File: src/rtl/rr_arbiter8.sv
// 8-requester round-robin arbiter with a registered one-hot grant, grant holding
// and a configurable hold-time limit. Exactly one idle cycle separates grants.
module rr_arbiter8 #(
  parameter int unsigned HOLD_MAX = 16
) (
  input  logic       clk,
  input  logic       rst_n,
  input  logic [7:0] req,
  input  logic       rel,
  output logic [7:0] gnt,
  output logic       gnt_valid,
  output logic       busy
);

  localparam int unsigned CNT_W   = 5;
  localparam logic [0:0]  S_IDLE  = 1'b0;
  localparam logic [0:0]  S_GRANT = 1'b1;
  localparam logic [CNT_W-1:0] CNT_SAT = 5'd31;

  logic [0:0]       state_q, state_d;
  logic [2:0]       ptr_q, ptr_d;
  logic [2:0]       win_q, win_d;
  logic [CNT_W-1:0] hcnt_q, hcnt_d;
  logic [7:0]       gnt_q, gnt_d;
  logic             gnt_valid_q, gnt_valid_d;
  logic             busy_q, busy_d;

  logic [2:0] pick_idx;
  logic       pick_found;
  logic       hold_hit;
  logic       term;

  // First set request searching cyclically upward from ptr; lowest offset wins.
  always_comb begin
    pick_idx   = 3'd0;
    pick_found = 1'b0;
    for (int i = 7; i >= 0; i--) begin
      if (req[ptr_q + 3'(i)]) begin
        pick_idx   = ptr_q + 3'(i);
        pick_found = 1'b1;
      end
    end
  end

  assign hold_hit = (HOLD_MAX != 0) && (hcnt_q == CNT_W'(HOLD_MAX));
  assign term     = rel || !req[win_q] || hold_hit;

  always_comb begin
    state_d     = state_q;
    ptr_d       = ptr_q;
    win_d       = win_q;
    hcnt_d      = hcnt_q;
    gnt_d       = gnt_q;
    gnt_valid_d = gnt_valid_q;
    busy_d      = busy_q;
    case (state_q)
      S_IDLE: begin
        if (pick_found) begin
          state_d     = S_GRANT;
          win_d       = pick_idx;
          hcnt_d      = 5'd1;
          gnt_d       = 8'h01 << pick_idx;
          gnt_valid_d = 1'b1;
          busy_d      = 1'b1;
        end
      end
      S_GRANT: begin
        if (term) begin
          state_d     = S_IDLE;
          ptr_d       = win_q + 3'd1;
          hcnt_d      = '0;
          gnt_d       = 8'h00;
          gnt_valid_d = 1'b0;
          busy_d      = 1'b0;
        end else if (hcnt_q != CNT_SAT) begin
          hcnt_d = hcnt_q + 5'd1;
        end
      end
      default: begin
        state_d     = S_IDLE;
        gnt_d       = 8'h00;
        gnt_valid_d = 1'b0;
        busy_d      = 1'b0;
      end
    endcase
  end

  always_ff @(posedge clk) begin
    if (!rst_n) begin
      state_q     <= S_IDLE;
      ptr_q       <= 3'd0;
      win_q       <= 3'd0;
      hcnt_q      <= '0;
      gnt_q       <= 8'h00;
      gnt_valid_q <= 1'b0;
      busy_q      <= 1'b0;
    end else begin
      state_q     <= state_d;
      ptr_q       <= ptr_d;
      win_q       <= win_d;
      hcnt_q      <= hcnt_d;
      gnt_q       <= gnt_d;
      gnt_valid_q <= gnt_valid_d;
      busy_q      <= busy_d;
    end
  end

  assign gnt       = gnt_q;
  assign gnt_valid = gnt_valid_q;
  assign busy      = busy_q;

endmodule

File: config.mk
export PLATFORM = sky130hd
export DESIGN_NAME = rr_arbiter8
export DESIGN_NICKNAME = d
export VERILOG_FILES = /design/src/rtl/rr_arbiter8.sv
export SDC_FILE = /design/constraint.sdc
export NUM_CORES = 1
export LEC_CHECK = 0
export ABC_CLOCK_PERIOD_IN_PS = 3450
export CAP_MARGIN = 10
export CORE_ASPECT_RATIO = 1.5
export CORE_UTILIZATION = 50
export CTS_CLUSTER_SIZE = 25
export DETAILED_ROUTE_END_ITERATION = 8
export GPL_ROUTABILITY_DRIVEN = 0
export GPL_TIMING_DRIVEN = 0
export MAX_ROUTING_LAYER = met4
export PLACE_DENSITY = 0.71
export SYNTH_ARGS = -nofsm -noshare
export SYNTH_HDL_FRONTEND = slang
export SYNTH_SLANG_ARGS = --single-unit
export TNS_END_PERCENT = 20
File: constraint.sdc
create_clock -name clk -period 3.45 [get_ports clk]
set_input_delay 0.345 -clock clk [delete_from_list [all_inputs] [get_ports clk]]
set_output_delay 0.345 -clock clk [all_outputs]
set_load 0.03 [all_outputs]
; ---- Word level (Yosys, flattened, before mapping)
; Index checks and enable logic that the tools add are counted.
; Widths: inputs -> output; s select.
[totals]
register_bits = 21
out_inout_bits = 10
inputBits = 11
elab_cells = 85
[op_classes]
reduce_logical = 7
bitwise_logic = 1
mux = 47
addsub = 9
shift = 1
n_eq_ne = 5
order_cmp = 9
[op_table]
columns = op, n
row1 = $lt 3x4->1 const B, 9
row2 = $bmux 1 s3, 9
row3 = $mux 3, 8
row4 = $mux 1, 21
row5 = $mux 8, 2
row6 = $pmux 8 s2, 1
row7 = $mux 5, 3
row8 = $add 3x3->3 const B, 4
row9 = $pmux 5 s2, 1
row10 = $reduce_and 2->1, 4
row11 = $shl 1x3->8 const A, 1
row12 = $add 3x1->3 const B, 2
row13 = $add 3x2->3 const B, 2
row14 = $add 5x1->5 const B, 1
row15 = $eq 5x5->1 const B, 1
row16 = $ne 5x5->1 const B, 1
row17 = $pmux 1 s2, 2
row18 = $ne 3x1->1 const B, 1
row19 = $logic_or 1x1->1, 2
row20 = $ne 2x1->1 const B, 1
row21 = $ne 2x2->1 const B, 1
row22 = $logic_not 1->1, 1
row23 = $not 1->1, 1

; ---- Logic depth before layout (Yosys ltp)
; Gate-level depths: netlist of the first run.
[depth]
depth_word = 14
depth_mapped = 13
depth_no_buf = 9

; ---- Least setup slack after synthesis of the first run
; Ideal clock, no wire load.
[synth_timing]
kind = reg2reg
start = register ptr_q[1]
end = register gnt_q[2], in the netlist gnt[2]
setup_time_ps = 87
t_required_ps = 3363
t_arrival_ps = 2821
path_slack_ps = 542
path_stages_with_launch = 13
synth_period_minus_slack_ps = 2908
n_path_buf = 3
path_cell_list = dfxtp_1 -> buf_6 -> buf_4 -> inv_2 -> ha_1 -> buf_6 -> mux2_4 -> mux4_2 -> nor3b_1 -> a21oi_2 -> o41ai_2 -> or3_1 -> o31ai_1
[synth_via]
elab_chain_len = 14
elab_cells_between_ends = 44
cone_classes = 7 x add/sub / 1 x eq/ne / 1 x shift / 34 x mux / 1 x reduce/logical
[synth_lines]
columns = item, line_no
row1 = "start, declared", 21  ; logic [2:0] ptr_q, ptr_d;
row2 = "start signal, assigned", 99  ; ptr_q <= ptr_d;
row3 = $add 3x3->3, "38, 39"
row4 = $bmux 1 s3, 38  ; if (req[ptr_q + 3'(i)]) begin
row5 = $mux 1 (not written as such), 38
row6 = $mux 3 (8 in a row), 38
row7 = $shl 1x3->8, 62  ; gnt_d = 8'h01 << pick_idx;
row8 = $mux 8, 58  ; if (pick_found) begin
row9 = $pmux 8 s2, 56  ; case (state_q)
row10 = "end signal, assigned", 102  ; gnt_q <= gnt_d;
row11 = "end, declared", 24  ; logic [7:0] gnt_q, gnt_d;
; Several ways; a longest one is shown, not always the timed one. The select of a mux whose other input is x is not followed.
; A chain may end at the register's enable or synchronous reset.

; ---- Worst setup path in the final report of the first run
[layout_timing]
start = register ptr_q[1]
end = register gnt_q[5], in the netlist gnt[5]
; Same word-level chain as after synthesis.

==> results.sh, run 1 <==
export IMPL_status="finished, final reports clean"
export IMPL_synthSimpleGateAreaFrac=0.1504
export IMPL_max_cap_violations=0
export IMPL_placeable_area_sq_um=4245
export IMPL_timing_critical_path_from="ptr_q[1]"
export IMPL_timing_final_hold_violations=0
export IMPL_synth_xor_area_share=0.03973
export IMPL_drt_wirelength_per_cell_um=17.25
export IMPL_power_frac_clock=0.115
export IMPL_largest_family_of_logic_cells_by_synthesized_area="multiplexers"
export IMPL_worst_slew_pin_slew_ps=597.4
export IMPL_yosys_top_cells_area="sky130_fd_sc_hd__dfxtp_1 19%, sky130_fd_sc_hd__mux4_2 13%, sky130_fd_sc_hd__mux2i_1 9.1%"
export IMPL_critical_path_peak_fanout=10
export IMPL_report_final_setup_viol=0
export IMPL_start_util=0.5193
export IMPL_postLayoutSetupSlackWorst_ps=156.0
export IMPL_avgViaCountPerCell=6.395
export IMPL_buffer_cell_driving_the_clock_tree_root="sky130_fd_sc_hd__clkbuf_8"
export IMPL_synth_nets=249
export IMPL_synthArstFlopShare=0
export IMPL_route_detailed_drc=0
export IMPL_groute_usage_overall=0.2329
export IMPL_worst_path_largest_cell_delay_ps=440
export IMPL_syn_area_sq_um=2205
export IMPL_critical_path_slowest_cell="sky130_fd_sc_hd__o41ai_4"
export IMPL_synth_top_cell_by_area="sky130_fd_sc_hd__dfxtp_1"
export IMPL_detailroute_via_count=1925
export IMPL_startpoint_of_the_most_critical_register_to_register_path="ptr_q[1]"
export IMPL_final_antenna_net_count=0
export IMPL_crit_path_arrival_time_ps=3470
export IMPL_p_comb_frac=0.665
export IMPL_synth_compound_area_share=0.2060
export IMPL_post_place_ws_ps=-23.85
export IMPL_clkTransAtPathRegs_ps=80
export IMPL_grt_antenna_before_repair=0
export IMPL_drt_pass1_iterations=4
export IMPL_cellLeakagePower_nw=0.9455
export IMPL_post_cts_setup_buffer_count=0
export IMPL_cts_path_max_buffers=2
export IMPL_powerDensity_nw_per_um2=553.2
export IMPL_highest_clock_frequency_the_design_can_meet_mhz=303.6
export IMPL_htree_num_levels=1
export IMPL_timing_final_crit_share=0.9548
export IMPL_dp_hpwl_mm=3.941
export IMPL_drive_above_1_share=0.2706
export IMPL_final_common_cell="sky130_fd_sc_hd__nand2_1"
export IMPL_wire_length_of_the_first_global_routing_pass_mm=8.549
export IMPL_routed_wirelength_mm=5.191
export IMPL_area_growth_pct=15.49
export IMPL_tritoncts="done"
export IMPL_worst_hold_path_type="flop to flop"
export IMPL_synth_mux_area_frac=0.3019
export IMPL_yosys_register_bits=21
export IMPL_antenna_cells=0
export IMPL_maxSlewViolCount=0
export IMPL_io_buffers=19
export IMPL_critical_path_endpoint_type="flop"
export IMPL_io_pins=21
export IMPL_die_h_um=83.33
export IMPL_fin_util=0.5998
export IMPL_grt_max_degree=13
export IMPL_synth_edf_count=0
export IMPL_startpoint_type="flop"
export IMPL_yosysWarnings=0
export IMPL_worst_skew_pair_late_latency_ps=260
export IMPL_critPathRequiredTime_ps=3620
export IMPL_min_from="gnt[2]"
export IMPL_drt_iter0_markers=86
export IMPL_yosys_cell_types_count=61
export IMPL_synthesized_area_per_cell_sq_um=9.503
export IMPL_final_fill_count=383
export IMPL_net_sw_frac=0.4518
export IMPL_synth_yosys_seq_area_share=0.1907
export IMPL_power_ir_vdd_worst_mv=0.4546
export IMPL_net_switching_component_of_the_power_mw=0.6363
export IMPL_finish_net_count=273
export IMPL_pwr_share_seq=0.220
export IMPL_cts_inserted_buffers=3
export IMPL_tritoncts_num_sinks=21
export IMPL_path_class="flop to flop"
export IMPL_postSynth_topFlopCell="sky130_fd_sc_hd__dfxtp_1"
export IMPL_setup_repair_after_global_routing_missed_its_margin="no"
export IMPL_worst_slew_margin_rel=0.5976
export IMPL_crit_chain="buf_6, buf_4, inv_2, ha_1, buf_6, buf_4, mux2_2, mux2i_1, a221oi_4, o41ai_4, o21bai_1, o41ai_2"
export IMPL_die_w_um=56.22
export IMPL_p_int_mw=0.7722
export IMPL_totalNegativeSetupSlack_ps=0
export IMPL_yosys_area_share_adder=0.03405
export IMPL_synth_top_area_share=0.1907
export IMPL_globalRoute_totalOverflow=0
export IMPL_fin_crit_ps=3294
export IMPL_grt_pass1_vias=1858
export IMPL_most_common_layout_cells="22 x sky130_fd_sc_hd__nand2_1, 21 x sky130_fd_sc_hd__dfxtp_1, 20 x sky130_fd_sc_hd__mux2i_1, 19 x sky130_fd_sc_hd__clkdlybuf4s50_1, 17 x sky130_fd_sc_hd__nor2_1"
export IMPL_skew_ps=4.842
export IMPL_num_rows=29
export IMPL_synthCells=232
export IMPL_power_mw=1.409
export IMPL_fp_dieArea_sq_um=4684
-- metal layers --
metal / share of wire / global-route usage
met1: 0.40 / 0.2624
met2: 0.55 / 0.4318
met3: 0.022 / 0.004673
met4: 0.027 / 0.08426
met5: 0 / -
-- worst paths after layout --
kind | slack (ps) | depth (start not counted) | endpoint
max | 160 | 12 | gnt[5]
min | 450 | 2 | gnt[2]
max reg2reg | 160 | 12 | gnt[5]
min reg2reg | 450 | 2 | gnt[2]
-- worst max-delay path: cells and delay by family (launching register included) --
kind | cells | cell delay [ps]
AO/OA/AOI/OAI | 4 | 1120
buffers and inverters | 5 | 760
multiplexers | 2 | 650
flip-flops | 1 | 360
adder cells (fa/ha/maj) | 1 | 300
-- synthesized netlist by cell type, types with 4 or more instances --
cell,n
sky130_fd_sc_hd__nor3_1,6
sky130_fd_sc_hd__o31ai_1,5
sky130_fd_sc_hd__buf_2,6
sky130_fd_sc_hd__a211oi_1,4
sky130_fd_sc_hd__inv_1,7
sky130_fd_sc_hd__ha_1,6
sky130_fd_sc_hd__buf_6,4
sky130_fd_sc_hd__nand2_1,22
sky130_fd_sc_hd__a21oi_1,7
sky130_fd_sc_hd__dfxtp_1,21
sky130_fd_sc_hd__xnor2_1,4
sky130_fd_sc_hd__buf_4,5
sky130_fd_sc_hd__mux4_2,13
sky130_fd_sc_hd__mux2_4,4
sky130_fd_sc_hd__mux2_2,9
sky130_fd_sc_hd__nor2_1,18
sky130_fd_sc_hd__mux2i_1,20
sky130_fd_sc_hd__and2_1,4
-- cells by family after synthesis --
kind of cell	Yosys count
AND/OR/NAND/NOR	69
multiplexers	47
AO/OA/AOI/OAI	52
flip-flops	21
XOR/XNOR	7
adder cells (fa/ha/maj)	6
buffers and inverters	30
-- cell type report --
cell class	instances	area (sq um)	area share
Inverter	10	37.54	0.01474
Multi-Input combinational cell	181	1662	0.6526
Timing Repair Buffer	19	190.2	0.07469
Clock inverter	1	5.005	0.001966
Clock buffer	3	41.29	0.01622
Buffer	20	132.6	0.05209
Tap cell	46	57.56	0.02260
Sequential cell	21	420.4	0.1651
-- what timing repair did --
item,4_1_cts,5_1_grt
endpoints found under the hold margin,0,0
hold buffers,0,0
resized for setup,1,6
setup endpoints to repair,2,10
-- registers in the layout, indices dropped and copies added (netlist names) --
| name | flops |
|---|---|
| win_q | 3 |
| gnt | 8 |
| busy | 1 |
| state_q | 1 |
| ptr_q | 3 |
| hcnt_q | 5 |
-- power groups by stage --
stage          clock network, mW  logic [mW]  registers (mW)
4_1_cts                    0.164       0.897           0.310
2_1_floorplan                  0       0.668           0.347
3_3_place_gp                   0       0.885           0.314
6_report                   0.162       0.937           0.310
5_1_grt                    0.167        1.00           0.315
3_5_place_dp                   0       0.893           0.316
-- per-stage QoR --
step / hold WS (ps) / std cells / area, sq um
2_1_floorplan: 461.5 / 232 / 2205
3_3_place_gp: 438.1 / 297 / 2452
3_5_place_dp: 439.2 / 297 / 2452
4_1_cts: 456.3 / 301 / 2501
5_1_grt: 484.5 / 301 / 2546
6_report: 452.0 / 301 / 2546
(Power assumes the default switching activity.)
==> run 2: changes to the inputs <==
--- a/config.mk
+++ b/config.mk
@@ -8,13 +8,13 @@
 export ABC_CLOCK_PERIOD_IN_PS = 3450
 export CAP_MARGIN = 10
 export CORE_ASPECT_RATIO = 1.5
-export CORE_UTILIZATION = 50
+export CORE_UTILIZATION = 40
 export CTS_CLUSTER_SIZE = 25
 export DETAILED_ROUTE_END_ITERATION = 8
 export GPL_ROUTABILITY_DRIVEN = 0
 export GPL_TIMING_DRIVEN = 0
 export MAX_ROUTING_LAYER = met4
-export PLACE_DENSITY = 0.71
+export RECOVER_POWER = 50
 export SYNTH_ARGS = -nofsm -noshare
 export SYNTH_HDL_FRONTEND = slang
 export SYNTH_SLANG_ARGS = --single-unit
==> results.sh, run 2 (synthesis gave the netlist of run 1 again) <==
export IMPL_critical_path_endpoint_type="flop"
export IMPL_status="finished, final reports clean"
export IMPL_totalNegativeSetupSlack_ps=0
export IMPL_cts_inserted_buffers=3
export IMPL_buffer_cell_driving_the_clock_tree_root="sky130_fd_sc_hd__clkbuf_8"
export IMPL_path_class="flop to flop"
export IMPL_tritoncts="done"
export IMPL_drt_iter0_markers=73
export IMPL_die_h_um=92.93
export IMPL_cts_resized=1
export IMPL_timing_final_hold_violations=0
export IMPL_final_fill_count=519
export IMPL_tritoncts_num_sinks=21
export IMPL_worst_slew_margin_rel=0.6188
export IMPL_multi_input_area_sq_um=1645
export IMPL_power_mw=1.389
export IMPL_cts_path_max_buffers=2
export IMPL_routed_wirelength_mm=5.292
export IMPL_worst_slew_pin_slew_ps=568.4
export IMPL_io_pins=21
export IMPL_worst_skew_pair_late_latency_ps=260
export IMPL_antenna_cells=0
export IMPL_fp_dieArea_sq_um=5819
export IMPL_drt_wirelength_per_cell_um=16.38
export IMPL_number_of_hold_buffers_added_after_cts=0
export IMPL_power_ir_vdd_worst_mv=0.2475
export IMPL_route_detailed_drc=0
export IMPL_grt_max_degree=13
export IMPL_seqCellArea_sq_um=420.4
export IMPL_drive_above_1_share=0.2627
export IMPL_whs_ps=452.4
export IMPL_powerDensity_nw_per_um2=543.2
export IMPL_htree_num_levels=1
export IMPL_finish_instance_area_sq_um=2557
export IMPL_highest_clock_frequency_the_design_can_meet_mhz=309.3
export IMPL_placeable_area_sq_um=5205
export IMPL_critical_path_peak_fanout=10
export IMPL_finish_net_count=273
export IMPL_fin_crit_ps=3233
export IMPL_largest_reg_flops=8
export IMPL_final_common_cell="sky130_fd_sc_hd__nand2_1"
export IMPL_avgViaCountPerCell=5.765
export IMPL_maxSlewViolCount=0
export IMPL_worst_hold_path_type="flop to flop"
export IMPL_num_rows=32
export IMPL_post_cts_setup_buffer_count=0
export IMPL_grt_pass1_vias=1875
export IMPL_clkTransAtPathRegs_ps=80
export IMPL_cellLeakagePower_nw=0.9727
export IMPL_start_util=0.4236
export IMPL_critPathRequiredTime_ps=3630
export IMPL_most_common_layout_cells="22 x sky130_fd_sc_hd__nand2_1, 21 x sky130_fd_sc_hd__dfxtp_1, 20 x sky130_fd_sc_hd__mux2i_1, 17 x sky130_fd_sc_hd__nor2_1, 13 x sky130_fd_sc_hd__mux4_2"
export IMPL_skew_ps=4.731
export IMPL_final_antenna_net_count=0
export IMPL_startpoint_type="flop"
export IMPL_groute_usage_overall=0.1962
export IMPL_timing_final_crit_share=0.9372
export IMPL_wire_length_of_the_first_global_routing_pass_mm=8.901
export IMPL_fin_util=0.4913
export IMPL_detailed_place_area_sq_um=2480
export IMPL_crit_path_arrival_time_ps=3410
export IMPL_area_growth_pct=16.00
export IMPL_grt_antenna_before_repair=0
export IMPL_dp_hpwl_mm=4.146
export IMPL_globalRoute_totalOverflow=0
export IMPL_die_w_um=62.62
export IMPL_detailroute_via_count=1862
export IMPL_report_final_setup_viol=0
export IMPL_io_buffers=19
export IMPL_max_cap_violations=0
export IMPL_drt_pass1_iterations=4
run 2: worst max-delay path, stage by stage (launching register included):
cell and delay (ps):
sky130_fd_sc_hd__dfxtp_1 360, sky130_fd_sc_hd__buf_6 140, sky130_fd_sc_hd__buf_4 190, sky130_fd_sc_hd__inv_2 90, sky130_fd_sc_hd__ha_1 290, sky130_fd_sc_hd__buf_6 140
sky130_fd_sc_hd__mux2_4 310, sky130_fd_sc_hd__mux4_2 590, sky130_fd_sc_hd__nor3b_1 190, sky130_fd_sc_hd__a21oi_2 160, sky130_fd_sc_hd__o41ai_4 120, sky130_fd_sc_hd__or3_1 400
sky130_fd_sc_hd__o31ai_1 190
run 2: area by class of cell:
type	instances	share of cell area
flip-flops and latches	21	0.1644
repair buffers	19	0.07436
inverters	10	0.01468
multi-input cells	181	0.6433
clock buffers	3	0.01614
clock inverters	1	0.001957
plain buffers	20	0.05186
well taps	68	0.03327
run 2: worst paths after layout:
check	from	endpoint	slack, ps	cells past startpoint
max	ptr_q[1]	gnt[6]	220	12
min	gnt[2]	gnt[2]	450	2
max reg2reg	ptr_q[1]	gnt[6]	220	12
min reg2reg	gnt[2]	gnt[2]	450	2
run 2: per-stage QoR:
| stage | setup WS (ps) | cells |
|---|---|---|
| floorplan | 542.0 | 232 |
| global placement | -14.47 | 319 |
| detailed placement | 7.411 | 319 |
| CTS | 123.2 | 323 |
| global route | -2.521 | 323 |
| finish | 216.5 | 323 |
run 2: where the power goes:
group          switching [mW]  total (mW)  internal, mW
Clock                  0.0786       0.159        0.0803
Sequential             0.0286       0.309         0.280
Combinational           0.520       0.922         0.402
run 2: routing by layer:
layer / part of all wire / vias to the layer above / track usage / wire length, um
met1: 0.42 / 894 / 0.2206 / 2198
met4: 0.019 / 0 / 0.07946 / 103
met2: 0.55 / 37 / 0.3623 / 2892
met5: 0 / - / - / 0
met3: 0.018 / 6 / 0.004926 / 97
li1: - / 925 / - / -
